File: config.mk
export PLATFORM = sky130hd
export DESIGN_NAME = link_enable_sequencer
export DESIGN_NICKNAME = d
export VERILOG_FILES = /design/src/rtl/link_enable_sequencer.sv
export SDC_FILE = /design/constraint.sdc
export NUM_CORES = 1
export LEC_CHECK = 0
export ABC_AREA = 1
export CAP_MARGIN = 20
export CORE_MARGIN = 8
export CORE_UTILIZATION = 41
export CTS_CLUSTER_SIZE = 20
export DETAILED_ROUTE_END_ITERATION = 16
export GPL_TIMING_DRIVEN = 0
export PLACE_DENSITY = 0.77
export SYNTH_ARGS = -nofsm -noshare
export SYNTH_HDL_FRONTEND = slang
export SYNTH_SLANG_ARGS = --single-unit
File: constraint.sdc
create_clock -name clk -period 1.8 [get_ports clk]
set_input_delay 0.27 -clock clk [delete_from_list [all_inputs] [get_ports clk]]
set_output_delay 0.27 -clock clk [all_outputs]
set_load 0.05 [all_outputs]
File: src/rtl/link_enable_sequencer.sv
// Host link supervisor: frame qualification, link watchdog, link state machine
// and staggered gating of the per-axis enables.
module link_enable_sequencer #(
    parameter int unsigned BUFFER_SIZE = 168,
    parameter logic [31:0] HEADER      = 32'h74697277,
    parameter int unsigned TIMEOUT     = 3000000,
    parameter int unsigned ARM_FRAMES  = 3,
    parameter int unsigned AXES        = 3,
    parameter int unsigned STAGGER     = 30000
) (
    input  logic                   clk,
    input  logic                   rst_n,
    input  logic                   sync,
    input  logic [BUFFER_SIZE-1:0] rx_data,
    input  logic [AXES-1:0]        axis_enable_req,
    output logic [BUFFER_SIZE-1:0] frame_data,
    output logic                   frame_strobe,
    output logic [AXES-1:0]        axis_enable,
    output logic                   error,
    output logic [1:0]             state,
    output logic [15:0]            frame_count,
    output logic [7:0]             bad_frames
);

    localparam int unsigned WD_W = $clog2(TIMEOUT + 1);
    localparam int unsigned ST_W = (STAGGER == 0) ? 1 : $clog2(STAGGER + 1);

    typedef enum logic [1:0] {
        ST_IDLE  = 2'd0,
        ST_ARM   = 2'd1,
        ST_RUN   = 2'd2,
        ST_FAULT = 2'd3
    } state_t;

    state_t            state_q;
    state_t            state_next;
    logic [2:0]        sync_sr;
    logic              sync_edge;
    logic              hdr_ok;
    logic              frame_valid;
    logic              frame_bad;
    logic              timeout;
    logic [WD_W-1:0]   watchdog;
    logic [7:0]        good_cnt;
    logic [7:0]        good_next;
    logic [ST_W-1:0]   stagger_cnt;
    logic [ST_W-1:0]   stagger_next;
    logic [AXES-1:0]   enable_next;
    logic [AXES-1:0]   pending;
    logic              picked;

    assign sync_edge   = (sync_sr[2:1] == 2'b01);
    assign hdr_ok      = (rx_data[BUFFER_SIZE-1 -: 32] == HEADER);
    assign frame_valid = sync_edge & hdr_ok;
    assign frame_bad   = sync_edge & ~hdr_ok;
    assign timeout     = (watchdog == WD_W'(TIMEOUT));
    assign state       = state_q;

    // Synchronise sync, latch accepted frames and keep the frame counters.
    always_ff @(posedge clk or negedge rst_n) begin
        if (!rst_n) begin
            sync_sr      <= '0;
            frame_data   <= '0;
            frame_strobe <= 1'b0;
            frame_count  <= '0;
            bad_frames   <= '0;
        end else begin
            sync_sr      <= {sync_sr[1:0], sync};
            frame_strobe <= frame_valid;
            if (frame_valid) begin
                frame_data  <= rx_data;
                frame_count <= frame_count + 16'd1;
            end
            if (frame_bad && (bad_frames != 8'hFF)) begin
                bad_frames <= bad_frames + 8'd1;
            end
        end
    end

    // Link watchdog: cleared by a valid frame, otherwise counts up to TIMEOUT and holds.
    always_ff @(posedge clk or negedge rst_n) begin
        if (!rst_n) begin
            watchdog <= '0;
        end else if (frame_valid) begin
            watchdog <= '0;
        end else if (!timeout) begin
            watchdog <= watchdog + WD_W'(1);
        end
    end

    // State register; error is registered alongside so it tracks the state exactly.
    always_ff @(posedge clk or negedge rst_n) begin
        if (!rst_n) begin
            state_q  <= ST_IDLE;
            good_cnt <= '0;
            error    <= 1'b1;
        end else begin
            state_q  <= state_next;
            good_cnt <= good_next;
            error    <= (state_next != ST_RUN);
        end
    end

    // Next-state logic; a valid frame outranks a coincident timeout.
    always_comb begin
        state_next = state_q;
        good_next  = good_cnt;
        if (frame_bad) begin
            good_next = '0;
        end
        case (state_q)
            ST_IDLE, ST_FAULT: begin
                if (frame_valid) begin
                    good_next  = 8'd1;
                    state_next = (ARM_FRAMES == 1) ? ST_RUN : ST_ARM;
                end
            end
            ST_ARM: begin
                if (frame_valid) begin
                    good_next = good_cnt + 8'd1;
                    if ((good_cnt + 8'd1) >= 8'(ARM_FRAMES)) begin
                        state_next = ST_RUN;
                    end
                end else if (timeout) begin
                    state_next = ST_FAULT;
                end
            end
            ST_RUN: begin
                if (timeout && !frame_valid) begin
                    state_next = ST_FAULT;
                end
            end
            default: state_next = ST_IDLE;
        endcase
    end

    // Enable gating: drop everything when leaving RUN, clear released bits at once,
    // raise requested bits one at a time. The counter is treated as expired on the
    // edge where it reaches zero, so rises land exactly STAGGER clocks apart.
    always_comb begin
        enable_next  = axis_enable;
        stagger_next = stagger_cnt;
        pending      = '0;
        picked       = 1'b0;
        if (stagger_cnt != '0) begin
            stagger_next = stagger_cnt - ST_W'(1);
        end
        if (state_next != ST_RUN) begin
            enable_next = '0;
        end else if (state_q == ST_RUN) begin
            enable_next = axis_enable & axis_enable_req;
            pending     = axis_enable_req & ~enable_next;
            if (STAGGER == 0) begin
                enable_next = axis_enable_req;
            end else if ((stagger_cnt <= ST_W'(1)) && (pending != '0)) begin
                for (int unsigned i = 0; i < AXES; i++) begin
                    if (!picked && pending[i]) begin
                        enable_next[i] = 1'b1;
                        picked         = 1'b1;
                    end
                end
                stagger_next = ST_W'(STAGGER);
            end
        end
    end

    // Enable and stagger counter registers.
    always_ff @(posedge clk or negedge rst_n) begin
        if (!rst_n) begin
            axis_enable <= '0;
            stagger_cnt <= '0;
        end else begin
            axis_enable <= enable_next;
            stagger_cnt <= stagger_next;
        end
    end

endmodule
==> results.sh <==
export IMPL_run_status="finished with violations"
export IMPL_violations="setup timing"
export IMPL_p_total_mw=12.4
export IMPL_rows=59
export IMPL_fin_nets=1852
export IMPL_timing_slew_headroom=0.588
export IMPL_worstPathMaxFanout=7
export IMPL_synth_top_cell_area_share=0.579
export IMPL_via_per_inst=4.75
export IMPL_reg2reg_slack_ns=-0.13
export IMPL_finalSetupViolCount=17
export IMPL_netlist_area_um2=10600
export IMPL_critical_path_class="flip-flop to flip-flop"
export IMPL_cap_viol_max_count=0
export IMPL_fin_ws_ns=-0.125
export IMPL_fmax_mhz=519
export IMPL_track_usage=0.202
export IMPL_clock_skew_ns=0.00829
export IMPL_postRouteAntennaNets=0
export IMPL_grt_pass1_wl_um=51300
export IMPL_drive_gt1_frac=0.149
export IMPL_placed_cell_area_um2=14900
export IMPL_yosysTopAreaCell="dfrtp_1"
export IMPL_portBuffers=372
export IMPL_dr_total_vias=9601
export IMPL_ys_types=46
export IMPL_ys_seq_area_frac=0.581
export IMPL_syn_num_nets=1414
export IMPL_grt_pass1_vias=9851
export IMPL_cp_data_required_time_ns=2.26
export IMPL_ys_top_cells_by_count="nand2_1 (546), dfrtp_1 (246), inv_1 (110)"
export IMPL_power_density_nw_per_um2=765
export IMPL_ir_worst_vdd_mv=0.757
export IMPL_instances_no_fill=2022
export IMPL_avgSynthCellArea_um2=8.65
export IMPL_worstHoldEndpoint="sync_sr[0]"
export IMPL_clock_sinks=247
export IMPL_synth_area_leaders="dfrtp_1 (58%), nand2_1 (19%), inv_1 (3.9%)"
export IMPL_reg2regPathDepth=13
export IMPL_place_ws_ns=-1.35
export IMPL_routed_wl_um=32900
export IMPL_hold_class="input pin to flip-flop"
export IMPL_grt_start_max_net_pins=109
export IMPL_fillers=2115
export IMPL_die_x_um=177
export IMPL_dp_hpwl_um=23800
export IMPL_ys_warn_count=0
export IMPL_ys_seq_elements=247
export IMPL_numCtsBuffers=27
export IMPL_io_pins=373
export IMPL_grt_overflow=0
export IMPL_rsz0062_at_grt="yes"
export IMPL_cts_tree="done"
export IMPL_clock_path_buffers=3
export IMPL_synth_edf_count=0
export IMPL_drt_iter0_drc=436
export IMPL_final_area_um2=16200
export IMPL_critPathArrivalTime_ns=2.39
export IMPL_cp_end_kind="flip-flop"
export IMPL_finalHoldViolations=0
export IMPL_initial_core_util=0.413
export IMPL_drt_pass1_iter_count=6
export IMPL_clock_root_buffer="clkbuf_16"
export IMPL_r2r_end="stagger_cnt[14]"
export IMPL_slew_viol_final=0
export IMPL_syn_to_final_growth_pct=52.6
export IMPL_antenna_found_initial=0
export IMPL_min_period_ns=1.93
export IMPL_multiInputGateArea_um2=4200
export IMPL_wl_per_cell_um=16.3
export IMPL_clkTransAtPathRegs_ns=0.06
export IMPL_seqCellArea_um2=6190
export IMPL_worst_pin_slew_ns=0.621
export IMPL_cp_start_kind="flip-flop"
export IMPL_clkLatencyLatePin_ns=0.52
export IMPL_die_h_um=177
export IMPL_finalCritPeriodShare=1.07
export IMPL_diodes=0
export IMPL_final_setup_tns_ns=-1.90
export IMPL_synthFlopType="dfrtp_1"
export IMPL_htree_levels=1
export IMPL_die_area_um2=31400
export IMPL_holdCritStartpoint="sync"
export IMPL_synthArstFlopShare=1.00
export IMPL_finalWeightedCongestion=0.861
export IMPL_timing_rr_start="good_cnt[1]"
export IMPL_min_path_cells=1
export IMPL_drc=0
export IMPL_final_util=0.630
export IMPL_p_leak_nw=9.11
export IMPL_hold_ws_ns=0.180
export IMPL_core_um2=25800
export IMPL_syn_inst=1229
export IMPL_dp_cells=1938
export IMPL_synthMostInstantiatedCell="nand2_1"
-- registers in the layout, summed over array words and instances, names as in the netlist --
register	count
watchdog	22
frame_data	168
stagger_cnt	15
frame_count	16
axis_enable	3
state	2
bad_frames	8
error	1
good_cnt	8
sync_sr	3
frame_strobe	1
-- worst max path at each step --
| stage | cells past startpoint | to | from |
|---|---|---|---|
| after detailed placement | 12 | watchdog[3] | rx_data[139] |
| after global routing | 14 | axis_enable[1] | good_cnt[1] |
| after global placement | 1 | bad_frames[1] | rst_n |
| after floorplan | 11 | stagger_cnt[7] | stagger_cnt[0] |
| final | 13 | stagger_cnt[14] | good_cnt[1] |
| after CTS | 12 | stagger_cnt[8] | watchdog[1] |
-- critical path, stage by stage (launching register included) --
cell and delay [ns]:
dfrtp_1 0.41, ha_4 0.18, nand3_4 0.10, nor2_1 0.10
nand2_1 0.06, nand2_2 0.08, nor2_1 0.04, nand3_1 0.08
nand2_1 0.08, nand2_1 0.08, nand2_2 0.08, a21oi_4 0.26
nand4_4 0.20, nand2_2 0.10
-- kinds of logic (layout without fill, tap and decap cells) --
| logic type | after synthesis | after routing | synth area share |
|---|---|---|---|
| flops | 247 | 247 | 0.581 |
| compound gates | 72 | 72 | 0.0399 |
| mux | 1 | 1 | 0.00106 |
| xor+xnor | 31 | 31 | 0.0255 |
| simple gates | 715 | 715 | 0.282 |
| buf+inv | 152 | 610 | 0.0576 |
| fa+ha+maj | 11 | 11 | 0.0129 |
-- metal layers --
layer  GRT usage  wire, µm  vias to the layer above
li1            -         -                     4672
met1       0.223     12300                     4513
met2       0.349     16200                      352
met3      0.0802      3490                       64
met4      0.0641       950                        0
met5           0         0                        -
-- cell type report --
type,count,share of cell area
Sequential cell,247,0.381
Multi-Input combinational cell,830,0.259
Timing Repair Buffer,409,0.239
Clock buffer,42,0.0506
Inverter,112,0.0262
Tap cell,335,0.0258
Buffer,40,0.0142
Clock inverter,7,0.00432
-- cells in the final DEF, fill, tap and decap left out, types with 7 or more instances in the layout --
cell type and instances:
clkdlybuf4s15_1 7, a21oi_1 18, nor2_2 10, inv_2 8
nand4_1 16, o21ai_2 8, nand3_1 26, nor2_4 10
nand2_1 529, nor3_1 9, clkdlybuf4s15_2 10, dlygate4sd2_1 177
nand2_2 20, xnor2_1 14, or2_2 19, clkdlybuf4s50_1 172
nor3_2 7, o21ai_0 26, clkbuf_8 10, xor2_1 14
nand3_2 7, buf_4 31, inv_1 102, nor2_1 43
clkbuf_1 17, buf_2 17, clkbuf_16 27, dfrtp_1 240
buf_6 7
-- report_power, final --
group          total [mW]  switching [mW]  internal, mW
sequential           5.75           0.102          5.65
clock                5.50            2.23          3.27
combinational        1.18           0.631         0.547
total                12.4            2.96          9.47
-- timing repair --
action	CTS	global route
resized for setup	292	59
gates cloned	1	0
endpoints found under the setup margin	403	212
pin swaps	24	29
setup buffers	21	12
endpoints found under the hold margin	54	0
hold buffers	1	0
Note: power is estimated with default switching activity, not from simulation.
